--- src/rtl/rob_commit_unit_pkg.sv ---
// Shared definitions for the retirement stage.
// ROB entry state constants also used by the ROB and decode.
package rob_commit_unit_pkg;

    typedef enum logic {
        CU_IDLE = 1'b0,
        CU_REQ  = 1'b1
    } cu_state_e;

    localparam logic [1:0] ROB_FREE = 2'b00;
    localparam logic [1:0] ROB_PEND = 2'b01;
    localparam logic [1:0] ROB_FIN  = 2'b10;

endpackage

--- src/rtl/rob_commit_unit_store_buffer_fifo.sv ---
// In-order circular store buffer holding {addr, data} pairs.
// A push into a full buffer is accepted only when a pop happens in the same cycle.
module store_buffer_fifo #(
    parameter int DEPTH  = 4,
    parameter int ADDR_W = 32,
    parameter int DATA_W = 32
) (
    input  logic                     clk,
    input  logic                     rst,
    input  logic                     push,
    input  logic [ADDR_W-1:0]        push_addr,
    input  logic [DATA_W-1:0]        push_data,
    input  logic                     pop,
    output logic                     full,
    output logic                     empty,
    output logic [$clog2(DEPTH):0]   count,
    output logic [ADDR_W-1:0]        head_addr,
    output logic [DATA_W-1:0]        head_data
);

    localparam int PTR_W = $clog2(DEPTH);
    localparam int CNT_W = PTR_W + 1;

    logic [ADDR_W-1:0] addr_mem [DEPTH];
    logic [DATA_W-1:0] data_mem [DEPTH];
    logic [PTR_W-1:0]  wr_ptr;
    logic [PTR_W-1:0]  rd_ptr;
    logic              do_push;
    logic              do_pop;

    assign full      = (count == CNT_W'(DEPTH));
    assign empty     = (count == '0);
    assign do_pop    = pop & ~empty;
    assign do_push   = push & (~full | do_pop);
    assign head_addr = addr_mem[rd_ptr];
    assign head_data = data_mem[rd_ptr];

    // Pointers wrap naturally because DEPTH is a power of two.
    always_ff @(posedge clk) begin
        if (rst) begin
            wr_ptr <= '0;
            rd_ptr <= '0;
            count  <= '0;
        end else begin
            if (do_push) wr_ptr <= wr_ptr + 1'b1;
            if (do_pop)  rd_ptr <= rd_ptr + 1'b1;
            count <= count + CNT_W'(do_push) - CNT_W'(do_pop);
        end
    end

    always_ff @(posedge clk) begin
        if (do_push) begin
            addr_mem[wr_ptr] <= push_addr;
            data_mem[wr_ptr] <= push_data;
        end
    end

endmodule

--- src/rtl/rob_commit_unit.sv ---
// Retirement stage: register-file writeback, commit back-pressure and
// in-order store drain to data memory over a req/ack handshake.
module rob_commit_unit
    import rob_commit_unit_pkg::*;
#(
    parameter int SB_DEPTH = 4,
    parameter int ADDR_W   = 32,
    parameter int DATA_W   = 32,
    parameter int CNT_W    = 16
) (
    input  logic                      clk,
    input  logic                      rst,
    input  logic                      head_finished,
    input  logic                      head_is_store,
    input  logic                      head_wr_rf,
    input  logic [4:0]                head_rd,
    input  logic [DATA_W-1:0]         head_value,
    input  logic [ADDR_W-1:0]         head_addr,
    input  logic                      commit_fire,
    output logic                      commit_allow,
    output logic                      rf_we,
    output logic [4:0]                rf_waddr,
    output logic [DATA_W-1:0]         rf_wdata,
    output logic                      mem_req,
    output logic [ADDR_W-1:0]         mem_addr,
    output logic [DATA_W-1:0]         mem_wdata,
    input  logic                      mem_ack,
    output logic [$clog2(SB_DEPTH):0] sb_count,
    output logic                      sb_empty,
    output logic [CNT_W-1:0]          retired_cnt,
    output logic [CNT_W-1:0]          stores_done_cnt
);

    localparam int SB_CNT_W = $clog2(SB_DEPTH) + 1;

    cu_state_e         state_q;
    cu_state_e         state_d;
    logic              load_req;
    logic              pop_this_cycle;
    logic              sb_push;
    logic              sb_full;
    logic              sb_fifo_empty;
    logic [ADDR_W-1:0] sb_head_addr;
    logic [DATA_W-1:0] sb_head_data;

    // A full buffer still admits a store in the cycle its head is acknowledged.
    assign commit_allow = ~head_is_store | (sb_count < SB_CNT_W'(SB_DEPTH)) | pop_this_cycle;
    assign sb_push      = commit_fire & head_is_store & commit_allow;

    assign rf_we    = commit_fire & head_wr_rf & ~head_is_store & (head_rd != 5'd0);
    assign rf_waddr = head_rd;
    assign rf_wdata = head_value;

    assign sb_empty = (sb_count == '0) & (state_q == CU_IDLE);

    store_buffer_fifo #(
        .DEPTH  (SB_DEPTH),
        .ADDR_W (ADDR_W),
        .DATA_W (DATA_W)
    ) u_sb (
        .clk       (clk),
        .rst       (rst),
        .push      (sb_push),
        .push_addr (head_addr),
        .push_data (head_value),
        .pop       (pop_this_cycle),
        .full      (sb_full),
        .empty     (sb_fifo_empty),
        .count     (sb_count),
        .head_addr (sb_head_addr),
        .head_data (sb_head_data)
    );

    always_ff @(posedge clk) begin
        if (rst) state_q <= CU_IDLE;
        else     state_q <= state_d;
    end

    // The pass through IDLE after every ack limits drain to one store per two cycles.
    always_comb begin
        state_d        = state_q;
        load_req       = 1'b0;
        pop_this_cycle = 1'b0;
        case (state_q)
            CU_IDLE: begin
                if (sb_count != '0) begin
                    load_req = 1'b1;
                    state_d  = CU_REQ;
                end
            end
            CU_REQ: begin
                if (mem_ack) begin
                    pop_this_cycle = 1'b1;
                    state_d        = CU_IDLE;
                end
            end
            default: state_d = CU_IDLE;
        endcase
    end

    always_ff @(posedge clk) begin
        if (rst) begin
            mem_req   <= 1'b0;
            mem_addr  <= '0;
            mem_wdata <= '0;
        end else if (load_req) begin
            mem_req   <= 1'b1;
            mem_addr  <= sb_head_addr;
            mem_wdata <= sb_head_data;
        end else if (pop_this_cycle) begin
            mem_req   <= 1'b0;
        end
    end

    always_ff @(posedge clk) begin
        if (rst) begin
            retired_cnt     <= '0;
            stores_done_cnt <= '0;
        end else begin
            if (commit_fire)    retired_cnt     <= retired_cnt + 1'b1;
            if (pop_this_cycle) stores_done_cnt <= stores_done_cnt + 1'b1;
        end
    end

    a_no_fire_without_allow: assert property (@(posedge clk) disable iff (rst)
        !(commit_fire && !commit_allow));

endmodule

--- config.mk ---
export PLATFORM = sky130hd
export DESIGN_NAME = rob_commit_unit
export DESIGN_NICKNAME = d
export VERILOG_FILES = /design/src/rtl/rob_commit_unit_pkg.sv /design/src/rtl/rob_commit_unit_store_buffer_fifo.sv /design/src/rtl/rob_commit_unit.sv
export SDC_FILE = /design/constraint.sdc
export NUM_CORES = 1
export LEC_CHECK = 0
export BUFFER_PORTS_ARGS = -buffer_cell sky130_fd_sc_hd__buf_2
export CORE_MARGIN = 10
export CORE_UTILIZATION = 51
export DETAILED_ROUTE_END_ITERATION = 8
export GPL_TIMING_DRIVEN = 0
export PLACE_DENSITY = 0.73
export SYNTH_ARGS = -nofsm -noshare
export SYNTH_HDL_FRONTEND = slang
export SYNTH_SLANG_ARGS = --single-unit
--- constraint.sdc ---
create_clock -name clk -period 3.05 [get_ports clk]
set_clock_uncertainty 0.2 [all_clocks]
set_input_delay 0.61 -clock clk [delete_from_list [all_inputs] [get_ports clk]]
set_output_delay 0.61 -clock clk [all_outputs]
set_load 0.05 [all_outputs]
==> flow_summary.json, run 1 <==
{
  "seqCellArea_mm2": 0.009789,
  "gp_congestion": 0.8298,
  "fin_crit_ps": 2491,
  "cts_tree": "built",
  "syn_nets": 953,
  "maxSlewHeadroom": 0.4747,
  "start_kind": "flip-flop",
  "start_util": 0.5201,
  "pwr-share-clk": 0.358,
  "grt_pass1_vias": 8291,
  "p_sw_frac": 0.3133,
  "design.core.area_mm2": 0.02613,
  "grt_pass1_wl_um": 45650,
  "die_area_mm2": 0.03358,
  "cp.arrival_ps": 2680,
  "post_cts_buffers": 0,
  "crit_family": "adder cells",
  "num_io_pins": 216,
  "placed_area_mm2": 0.01518,
  "rrSetupSlack_ps": 560,
  "diodes": 0,
  "synthSimpleGateAreaFrac": 0.07622,
  "synth_fa_ha_area_frac": 0.008837,
  "cts_max_level": 2,
  "max-vdd-ir-drop_mv": 0.6550,
  "cts_buffers": 38,
  "yosys-top-cells-count": "256 x edfxtp_1, 145 x nand2_1, 105 x dfxtp_1",
  "die_y_um": 183.3,
  "hold_class": "input pin to flip-flop",
  "hpwl_um": 18980,
  "yosysMostFrequentCell": "edfxtp_1",
  "min_to": "u_sb.addr_mem[1][11]$_DFFE_PP_",
  "fin_nets": 1209,
  "io_buffers": 212,
  "antenna_found_initial": 3,
  "syn2layout_area_growth_pct": 22.28,
  "postCtsHoldBufs": 0,
  "hold_viol": 0,
  "final_core_utilization": 0.6360,
  "path_cells": "clkbuf_1 > o311a_1 > ha_1 > inv_1 > ha_1 > inv_1 > fa_1 > xor2_1 > xnor2_1 > nor2_1",
  "timing.final.crit_share": 0.8167,
  "synth_top_area_share": 0.5656,
  "synth_warnings": 0,
  "ys_types": 40,
  "synth_area_per_cell_um2": 15.66,
  "final.setup.tns_ps": 0,
  "drive_above_1_share": 0.3579,
  "synth_xor_area_frac": 0.01869,
  "grt_max_degree": 39,
  "cts-root-buf": "clkbuf_16",
  "slowest_delay_ps": 440,
  "yosysTopAreaCell": "edfxtp_1",
  "synth-compound-area-share": 0.02964,
  "setup_ws_ps": 559.0,
  "status": "complete, no violations",
  "comb_power_share": 0.224,
  "rr_startpoint": "u_sb.count[2]$_SDFF_PP0_",
  "multi_input_comb_area_mm2": 0.003302,
  "final_antenna_net_count": 0,
  "timing.max_cap.violations": 0,
  "netlist_area_mm2": 0.01359,
  "reg2reg_to": "u_sb.count[2]$_SDFF_PP0_",
  "synthMuxAreaShare": 0.1083,
  "dp_slack_ps": 377.7,
  "critPathMaxFanout": 6,
  "seqPwrFrac": 0.418,
  "overflow": 0,
  "cp.buffers_inverters": 3,
  "yosys-top-cells-area": "edfxtp_1 57%, dfxtp_1 15%, mux4_2 11%, nand2_1 4.0%, a21oi_1 2.5%",
  "fillers": 1915,
  "cp-end-kind": "flip-flop",
  "internal-power_mw": 9.816,
  "leakagePower_nw": 6.092,
  "reg2reg_depth": 10,
  "wl_per_cell_um": 19.73,
  "whs_path_depth": 1,
  "drc_errors": 0,
  "yosysSeqAreaShare": 0.7202,
  "fp-row-count": 59,
  "final_cell_area_mm2": 0.01662,
  "syn_inst": 868,
  "synth_top_family_by_area": "multiplexers",
  "clock_sinks": 361,
  "async_reset_ff_frac": 0,
  "crit_slowest_cell": "o311a_1",
  "required_ps": 3240,
  "rsz0062_at_grt": "false",
  "path_clk_slew_ps": 60,
  "ys_seq_elements": 361,
  "power_density_mw_per_mm2": 860.1,
  "finalSetupViolCount": 0,
  "p_switching_mw": 4.479,
  "synth_flop_cell": "edfxtp_1",
  "die-width_um": 183.3,
  "via_per_inst": 5.259,
  "firstDrtPassIters": 5,
  "drtIter0Drc": 499,
  "grtUsageTotal": 0.1731,
  "routed_wirelength_um": 29370,
  "via_count": 7830,
  "cts_resized": 0,
  "drv_slew": 0,
  "fmax_mhz": 401.4,
  "insertion_delay_ps": 520,
  "clockBufferDepth": 3,
  "tightest_slew_ps": 787.9,
  "worstHoldStart": "head_addr[11]",
  "critical_path_class": "flip-flop to flip-flop",
  "synth_edf_count": 256
}
-- cell families after synthesis --
family,Yosys count
flip-flops,361
AND/OR/NAND/NOR,236
AO/OA/AOI/OAI,77
adder cells (fa/ha/maj),9
XOR/XNOR,29
multiplexers,67
buffers and inverters,89
-- metrics by stage --
step | power, mW | cells | hold slack [ps]
after floorplan | 8.348 | 868 | 313.6
after global placement | 9.259 | 1415 | 240.1
after detailed placement | 9.329 | 1419 | 243.9
after CTS | 14.45 | 1489 | 71.53
after global routing | 14.86 | 1489 | 80.67
final | 14.29 | 1489 | 95.05
-- registers in the layout, indices dropped and copies added (netlist names), 2 cells and up --
register,cells
stores_done_cnt,16
mem_wdata,32
u_sb.wr_ptr,2
u_sb.addr_mem,128
u_sb.rd_ptr,2
u_sb.count,3
u_sb.data_mem,128
retired_cnt,16
mem_addr,32
-- how the worst max path moves through the flow --
| stage | endpoint | depth (start not counted) | startpoint | slack (ps) |
|---|---|---|---|---|
| 6_report | u_sb.count[2]$_SDFF_PP0_ | 10 | u_sb.count[2]$_SDFF_PP0_ | 560 |
| 3_3_place_gp | u_sb.data_mem[1][0]$_DFFE_PP_ | 4 | mem_ack | -340 |
| 4_1_cts | u_sb.count[2]$_SDFF_PP0_ | 10 | u_sb.count[2]$_SDFF_PP0_ | 540 |
| 2_1_floorplan | rf_we | 3 | commit_fire | 280 |
| 5_1_grt | u_sb.count[2]$_SDFF_PP0_ | 10 | u_sb.count[2]$_SDFF_PP0_ | 410 |
| 3_5_place_dp | u_sb.data_mem[1][0]$_DFFE_PP_ | 5 | mem_ack | 380 |
-- layout by cell type (no fill, tap or decap), types with 7 or more instances in the layout --
| cell type | netlist | layout |
|---|---|---|
| edfxtp_1 | 256 | 256 |
| buf_2 | 14 | 226 |
| nand2_1 | 145 | 145 |
| dfxtp_1 | 105 | 105 |
| a21oi_1 | 69 | 69 |
| mux4_2 | 64 | 64 |
| buf_4 | 42 | 42 |
| clkbuf_16 | 0 | 42 |
| nor2_1 | 37 | 37 |
| clkbuf_1 | 19 | 25 |
| xnor2_1 | 15 | 15 |
| xor2_1 | 14 | 14 |
| nand4_1 | 10 | 10 |
| nor3_1 | 9 | 9 |
| ha_1 | 8 | 8 |
| inv_1 | 7 | 7 |
| nand3_1 | 7 | 7 |
| bufinv_16 | 0 | 7 |
-- layout make-up --
class,count,area share
tap,335,0.02522
inverter,7,0.001581
clock buffer,54,0.06956
buffer,82,0.02951
multi-input combinational,418,0.1987
sequential,361,0.5890
clock inverter,16,0.01732
timing repair buffer,216,0.06911
-- routing by layer --
layer / GRT usage / routed length [um] / vias to the layer above
li1: - / - / 3699
met1: 0.2149 / 12280 / 3858
met2: 0.2958 / 14630 / 221
met3: 0.04249 / 1882 / 50
met4: 0.04951 / 569 / 2
met5: 0 / 7 / -
-- power by group through the flow --
stage | clock network, mW | registers [mW] | logic [mW]
final | 5.12 | 5.97 | 3.21
after global placement | 0 | 6.06 | 3.20
after detailed placement | 0 | 6.07 | 3.26
after global routing | 5.39 | 6.02 | 3.45
after floorplan | 0 | 7.09 | 1.25
after CTS | 5.20 | 5.97 | 3.27
No activity file was read; power rests on OpenSTA's default activity.
==> run 2: changes to the inputs <==
--- a/config.mk
+++ b/config.mk
@@ -5,6 +5,7 @@
 export SDC_FILE = /design/constraint.sdc
 export NUM_CORES = 1
 export LEC_CHECK = 0
+export ABC_AREA = 1
 export BUFFER_PORTS_ARGS = -buffer_cell sky130_fd_sc_hd__buf_2
 export CORE_MARGIN = 10
 export CORE_UTILIZATION = 51
==> constraint.sdc (replaced) <==
create_clock -name clk -period 2.2 [get_ports clk]
set_clock_uncertainty 0.2 [all_clocks]
set_input_delay 0.44 -clock clk [delete_from_list [all_inputs] [get_ports clk]]
set_output_delay 0.44 -clock clk [all_outputs]
set_load 0.05 [all_outputs]
==> run 2 against run 1 <==
- the run now ends with setup timing left
- cell count rose by 37%
- synthesized cell count rose by 50%
- sequential share of layout area shrank 4.1 points
- clock power increased by 20%
- sequential power increased by 46%
- count of clock-buffer cells in the layout decreased by 1
- total power is 52% higher
- critical path type unchanged
- largest power group unchanged
==> flow_summary.json, run 2 <==
{
  "tightest_slew_ps": 683.5,
  "start_util": 0.5214,
  "timing.final.crit_share": 1.017,
  "wl_per_cell_um": 17.65,
  "netlist_area_mm2": 0.01413,
  "final_antenna_net_count": 0,
  "leakagePower_nw": 7.035,
  "layout_common_cells": "374 x nor2_1, 256 x edfxtp_1, 241 x buf_2, 189 x o21ai_0, 101 x dfxtp_1",
  "hpwl_um": 23330,
  "start_kind": "flip-flop",
  "async_reset_ff_frac": 0,
  "cts_buffers": 37,
  "routed_wirelength_um": 35900,
  "final.setup.tns_ps": -36.32,
  "clock_sinks": 361,
  "yosys-top-cells-area": "edfxtp_1 54%, dfxtp_1 15%, nor2_1 10%, o21ai_0 6.7%, o21ai_1 2.9%",
  "fin_crit_ps": 2236,
  "finalSetupViolCount": 1,
  "setup_ws_ps": -36.32,
  "yosysMostFrequentCell": "nor2_1",
  "yosysSeqAreaShare": 0.6928,
  "via_count": 10493,
  "drive_above_1_share": 0.2462,
  "fmax_mhz": 447.2,
  "synth_area_per_cell_um2": 10.87,
  "gp_congestion": 0.8460,
  "synth_top_area_share": 0.5440,
  "drtIter0Drc": 656,
  "drv_slew": 0,
  "critPathMaxFanout": 4,
  "dp.cells": 1893,
  "cts_tree": "built",
  "ys_types": 31,
  "fp-row-count": 60,
  "rsz0062_at_grt": "true",
  "firstDrtPassIters": 5,
  "critical_path_class": "flip-flop to flip-flop",
  "final_common_cell": "nor2_1",
  "power_density_mw_per_mm2": 1216,
  "required_ps": 2390,
  "hold_viol": 0,
  "cp-end-kind": "flip-flop",
  "final_cells": 2034,
  "path_clk_slew_ps": 60,
  "io_buffers": 213,
  "synth_edf_count": 256,
  "hold_class": "input pin to flip-flop",
  "cp.arrival_ps": 2430,
  "yosysTopAreaCell": "edfxtp_1",
  "synth_warnings": 0,
  "violations": "setup timing",
  "maxSlewHeadroom": 0.5438,
  "via_per_inst": 5.159,
  "syn2layout_area_growth_pct": 26.51,
  "cts-root-buf": "clkbuf_16",
  "insertion_delay_ps": 510,
  "ys_seq_elements": 361,
  "drc_errors": 0,
  "syn_inst": 1300,
  "num_io_pins": 216,
  "grt_pass1_wl_um": 56350,
  "grt_pass1_vias": 10811,
  "reg.largest.list": "u_sb.addr_mem: 128 flops, u_sb.data_mem: 128 flops",
  "fillers": 2018,
  "design.core.area_mm2": 0.02710,
  "clockBufferDepth": 3,
  "overflow": 0,
  "timing.max_cap.violations": 0,
  "synth_flop_cell": "edfxtp_1",
  "syn_nets": 1385,
  "die-width_um": 186.5,
  "grt_max_degree": 29,
  "max-vdd-ir-drop_mv": 1.253,
  "status": "finished, violations left",
  "die_area_mm2": 0.03477,
  "grtUsageTotal": 0.1978,
  "cts_max_level": 2,
  "antenna_found_initial": 1,
  "die_y_um": 186.5,
  "fin_nets": 1717,
  "yosys-top-cells-count": "380 x nor2_1, 256 x edfxtp_1, 190 x o21ai_0"
}
run 2: changes by cell type in the layout (fill, tap and decap cells not counted), sizes merged, moves of 43 or more:
cell,before,now
nor2,37,386
dlygate4sd3,0,62
a21oi,70,22
nand2,145,68
inv,7,50
o21ai,3,273
mux4,64,0
run 2: path summary, 6_finish.rpt:
check	startpoint	end	slack [ps]	depth (start not counted)
max reg2reg	u_sb.count[2]$_SDFF_PP0_	u_sb.count[2]$_SDFF_PP0_	-40	12
min reg2reg	stores_done_cnt[10]$_SDFFE_PP0P_	stores_done_cnt[10]$_SDFFE_PP0P_	290	2
max	u_sb.count[2]$_SDFF_PP0_	u_sb.count[2]$_SDFF_PP0_	-40	12
min	commit_fire	retired_cnt[0]$_SDFFE_PP0P_	20	3
run 2: critical path: stages, from the launching register on:
cell and delay, ps:
dfxtp_4 370, nor2_4 110, nand2_2 70, nand2_2 80
inv_2 50, ha_4 230, inv_2 60, ha_4 120
inv_2 40, fa_2 400, xor2_2 190, o21ai_1 150
a21oi_1 60
run 2: layer usage:
metal	GRT usage	vias up	routed length (um)
li1	-	5078	-
met1	0.2433	4998	15160
met2	0.3447	377	17830
met3	0.03966	40	2346
met4	0.05769	0	571
met5	0	-	0
run 2: logic make-up (layout without fill, tap and decap cells):
logic type / Yosys count / count (layout) / synth area share
and+or+nand+nor: 476 / 477 / 0.1325
DFF: 361 / 361 / 0.6928
AOI/OAI and AO/OA: 300 / 300 / 0.1074
buffers and inverters: 152 / 512 / 0.05755
adders and majority gates: 9 / 9 / 0.008500
xor gates and xnor gates: 2 / 2 / 0.001240
other: 0 / 1 / 0
run 2: layout make-up:
class / instances / area, um^2 / area share
antenna: 1 / 2.502 / 0.0001400
buffer: 103 / 631.9 / 0.03534
clock buffer: 53 / 1111 / 0.06215
clock inverter: 15 / 111.4 / 0.006229
inverter: 49 / 186.4 / 0.01043
multi-input combinational: 788 / 3631 / 0.2031
sequential: 361 / 9804 / 0.5484
tap: 372 / 465.4 / 0.02604
timing repair buffer: 292 / 1933 / 0.1081
run 2: timing repair:
item / CTS / global route
setup endpoints to repair: 71 / 13
hold buffers: 61 / 1
gates resized for setup: 2 / 22
hold endpoints to repair: 241 / 4
gates cloned: 1 / 0
pin swaps: 5 / 7
setup buffers: 5 / 4
run 2: report_power, final:
group | total [mW] | internal (mW) | switching, mW | leakage (nW)
combinational | 6.89 | 1.81 | 5.08 | 3.24
clock | 6.15 | 3.65 | 2.50 | 0.611
sequential | 8.69 | 8.23 | 0.465 | 3.19
run 2: per-stage QoR:
stage	area, um^2	setup slack [ps]	util	power, mW	hold slack [ps]
after floorplan	14200	-190.4	-	13.56	262.6
after global placement	15730	-1124	0.5804	15.30	260.7
after detailed placement	15900	-479.3	0.5866	15.45	273.2
after CTS	17780	2.696	0.6562	21.70	1.460
after global routing	17880	-224.2	0.6596	22.72	24.27
final	17880	-36.32	0.6596	21.74	20.80
==> run 3: changes to the inputs <==
--- a/config.mk
+++ b/config.mk
@@ -8,10 +8,11 @@
 export ABC_AREA = 1
 export BUFFER_PORTS_ARGS = -buffer_cell sky130_fd_sc_hd__buf_2
 export CORE_MARGIN = 10
-export CORE_UTILIZATION = 51
+export CORE_UTILIZATION = 53
+export CTS_BUF_LIST = sky130_fd_sc_hd__clkbuf_8
 export DETAILED_ROUTE_END_ITERATION = 8
 export GPL_TIMING_DRIVEN = 0
-export PLACE_DENSITY = 0.73
+export PLACE_DENSITY = 0.75
 export SYNTH_ARGS = -nofsm -noshare
 export SYNTH_HDL_FRONTEND = slang
 export SYNTH_SLANG_ARGS = --single-unit
==> run 3 against run 2 <==
- the flow now finishes without violations
- clock power shrank 9.6%
- cell count rose by 0.69%
- non-clock buffer count rose by 15
- final area about the same
- combinational power is 2% higher
- first-iteration DRC count rose by 24%
- utilization rose by 2.4 points
- via count increased by 1.9%
- total power fell by 2.2%
- worst setup slack better by 72 ps
- register-to-register slack improved by 70 ps
- sequential share of layout area hardly changed
- critical path type unchanged
- critical endpoint unchanged
- highest routed layer unchanged
==> flow_summary.json, run 3 (synthesis results as in run 2) <==
{
  "cts_max_level": 2,
  "drv_slew": 0,
  "overflow": 0,
  "fmax_mhz": 462.1,
  "start_kind": "flip-flop",
  "reg.largest.list": "u_sb.addr_mem: 128 flops, u_sb.data_mem: 128 flops",
  "setup_ws_ps": 35.75,
  "finalSetupViolCount": 0,
  "required_ps": 2450,
  "critPathMaxFanout": 2,
  "layout_common_cells": "374 x nor2_1, 256 x edfxtp_1, 242 x buf_2, 189 x o21ai_0, 101 x dfxtp_1",
  "antenna_found_initial": 0,
  "fp-row-count": 59,
  "die-width_um": 183.3,
  "tightest_slew_ps": 561.3,
  "p_sw_frac": 0.3849,
  "min_to": "mem_req$_SDFFE_PP0P_",
  "status": "complete, no violations",
  "drc_errors": 0,
  "fin_crit_ps": 2164,
  "cts_buffers": 56,
  "syn2layout_area_growth_pct": 26.52,
  "final_common_cell": "nor2_1",
  "crit_slowest_cell": "fa_2",
  "firstDrtPassIters": 7,
  "clock_sinks": 361,
  "final_antenna_net_count": 0,
  "power_density_mw_per_mm2": 1189,
  "die_area_mm2": 0.03359,
  "slowest_delay_ps": 400,
  "hold_class": "input pin to flip-flop",
  "insertion_delay_ps": 590,
  "p_switching_mw": 8.180,
  "start_util": 0.5407,
  "routed_wirelength_um": 36990,
  "cts-root-buf": "clkbuf_8",
  "cts_tree": "built",
  "hpwl_um": 23590,
  "drtIter0Drc": 812,
  "rr_startpoint": "u_sb.count[2]$_SDFF_PP0_",
  "whs_path_depth": 4,
  "internal-power_mw": 13.07,
  "dp_slack_ps": -505.4,
  "critical_path_class": "flip-flop to flip-flop",
  "rsz0062_at_grt": "true",
  "grtUsageTotal": 0.2135,
  "die_y_um": 183.3,
  "io_buffers": 213,
  "fin_nets": 1751,
  "hold_viol": 0,
  "grt_pass1_vias": 10873,
  "cp_common_cell": "inv_2",
  "cp-end-kind": "flip-flop",
  "maxSlewHeadroom": 0.6258,
  "clockBufferDepth": 3,
  "path_clk_slew_ps": 60,
  "timing.final.crit_share": 0.9838,
  "cp.arrival_ps": 2420,
  "comb_power_share": 0.331,
  "grt_pass1_wl_um": 57280,
  "grt_max_degree": 28,
  "reg2reg_to": "u_sb.count[2]$_SDFF_PP0_",
  "reg2reg_depth": 12,
  "wl_per_cell_um": 18.06,
  "num_io_pins": 216,
  "max-vdd-ir-drop_mv": 0.9948,
  "via_count": 10693,
  "via_per_inst": 5.221,
  "worstHoldStart": "mem_ack",
  "diodes": 0,
  "gp_congestion": 0.8299,
  "p_total_mw": 21.25,
  "rrSetupSlack_ps": 40,
  "pwr-share-clk": 0.261,
  "timing.max_cap.violations": 0,
  "leakagePower_nw": 7.139,
  "design.core.area_mm2": 0.02613,
  "seqPwrFrac": 0.408,
  "drive_above_1_share": 0.2504,
  "path_cells": "nor2_4 > nand2_2 > nand2_2 > inv_2 > ha_4 > inv_2 > ha_4 > inv_2 > fa_2 > xor2_2 > o21ai_1 > a21oi_1"
}
## run 3: per-stage QoR
stage / instances / area, um^2 / hold slack, ps / utilization / TNS, ps
finish: 2048 / 17880 / 27.32 / 0.6841 / 0
CTS: 2043 / 17770 / 5.095 / 0.6802 / 0
global placement: 1848 / 15680 / 262.5 / 0.6001 / -284210
floorplan: 1300 / 14200 / 262.6 / - / -44570
global route: 2048 / 17880 / 25.38 / 0.6841 / -118.5
detailed placement: 1856 / 15850 / 268.3 / 0.6065 / -47630
## run 3: how the worst max path moves through the flow
stage               cells past startpoint                      from                              to  slack, ps
CTS                                    12  u_sb.count[1]$_SDFF_PP0_        u_sb.count[2]$_SDFF_PP0_          5
floorplan                               4                   mem_ack   u_sb.addr_mem[0][0]$_DFFE_PP_       -190
global route                           12  u_sb.count[2]$_SDFF_PP0_        u_sb.count[2]$_SDFF_PP0_       -120
detailed placement                      7                   mem_ack  u_sb.addr_mem[1][16]$_DFFE_PP_       -510
global placement                        5                   mem_ack   u_sb.data_mem[3][6]$_DFFE_PP_      -1150
finish                                 12  u_sb.count[2]$_SDFF_PP0_        u_sb.count[2]$_SDFF_PP0_         40
## run 3: per-layer routing
layer  routed length [um]  up-vias  global-route usage
li1                     -     5144                   -
met1                14690     5036              0.2560
met2                18590      456              0.3703
met3                 2899       57             0.04980
met4                  815        0             0.07344
met5                    0        -                   0
## run 3: final cells by class
type | instances | area (um^2)
Fill cell | 1917 | 8254
Clock inverter | 41 | 251.5
Tap cell | 335 | 419.2
Inverter | 49 | 186.4
Sequential cell | 361 | 9804
Multi-Input combinational cell | 788 | 3641
Timing Repair Buffer | 308 | 2068
Buffer | 102 | 626.9
Clock buffer | 64 | 880.8
## run 3: power groups by stage
stage                     Combinational, mW  Sequential (mW)  Clock [mW]
after floorplan                        2.49             11.1           0
after CTS                              6.88             8.65        5.62
after detailed placement               6.68             8.80           0
final                                  7.03             8.66        5.56
after global placement                 6.54             8.77           0
after global routing                   7.52             8.74        5.94
## run 3: timing repair
item                                   CTS  global route
setup buffers                           12             6
resized for setup                        3            18
cloned                                   1             0
setup endpoints to repair              138            10
hold buffers                            69             0
endpoints found under the hold margin  265             0
pin swaps                                6             7
## run 3: worst max-delay path: cells and delay by family (launching register included)
family | cells | cell delay, ps
buffers and inverters | 3 | 150
AOI/OAI and AO/OA | 2 | 220
adders and majority gates | 3 | 730
and+or+nand+nor | 3 | 250
DFF | 1 | 350
xor gates and xnor gates | 1 | 160
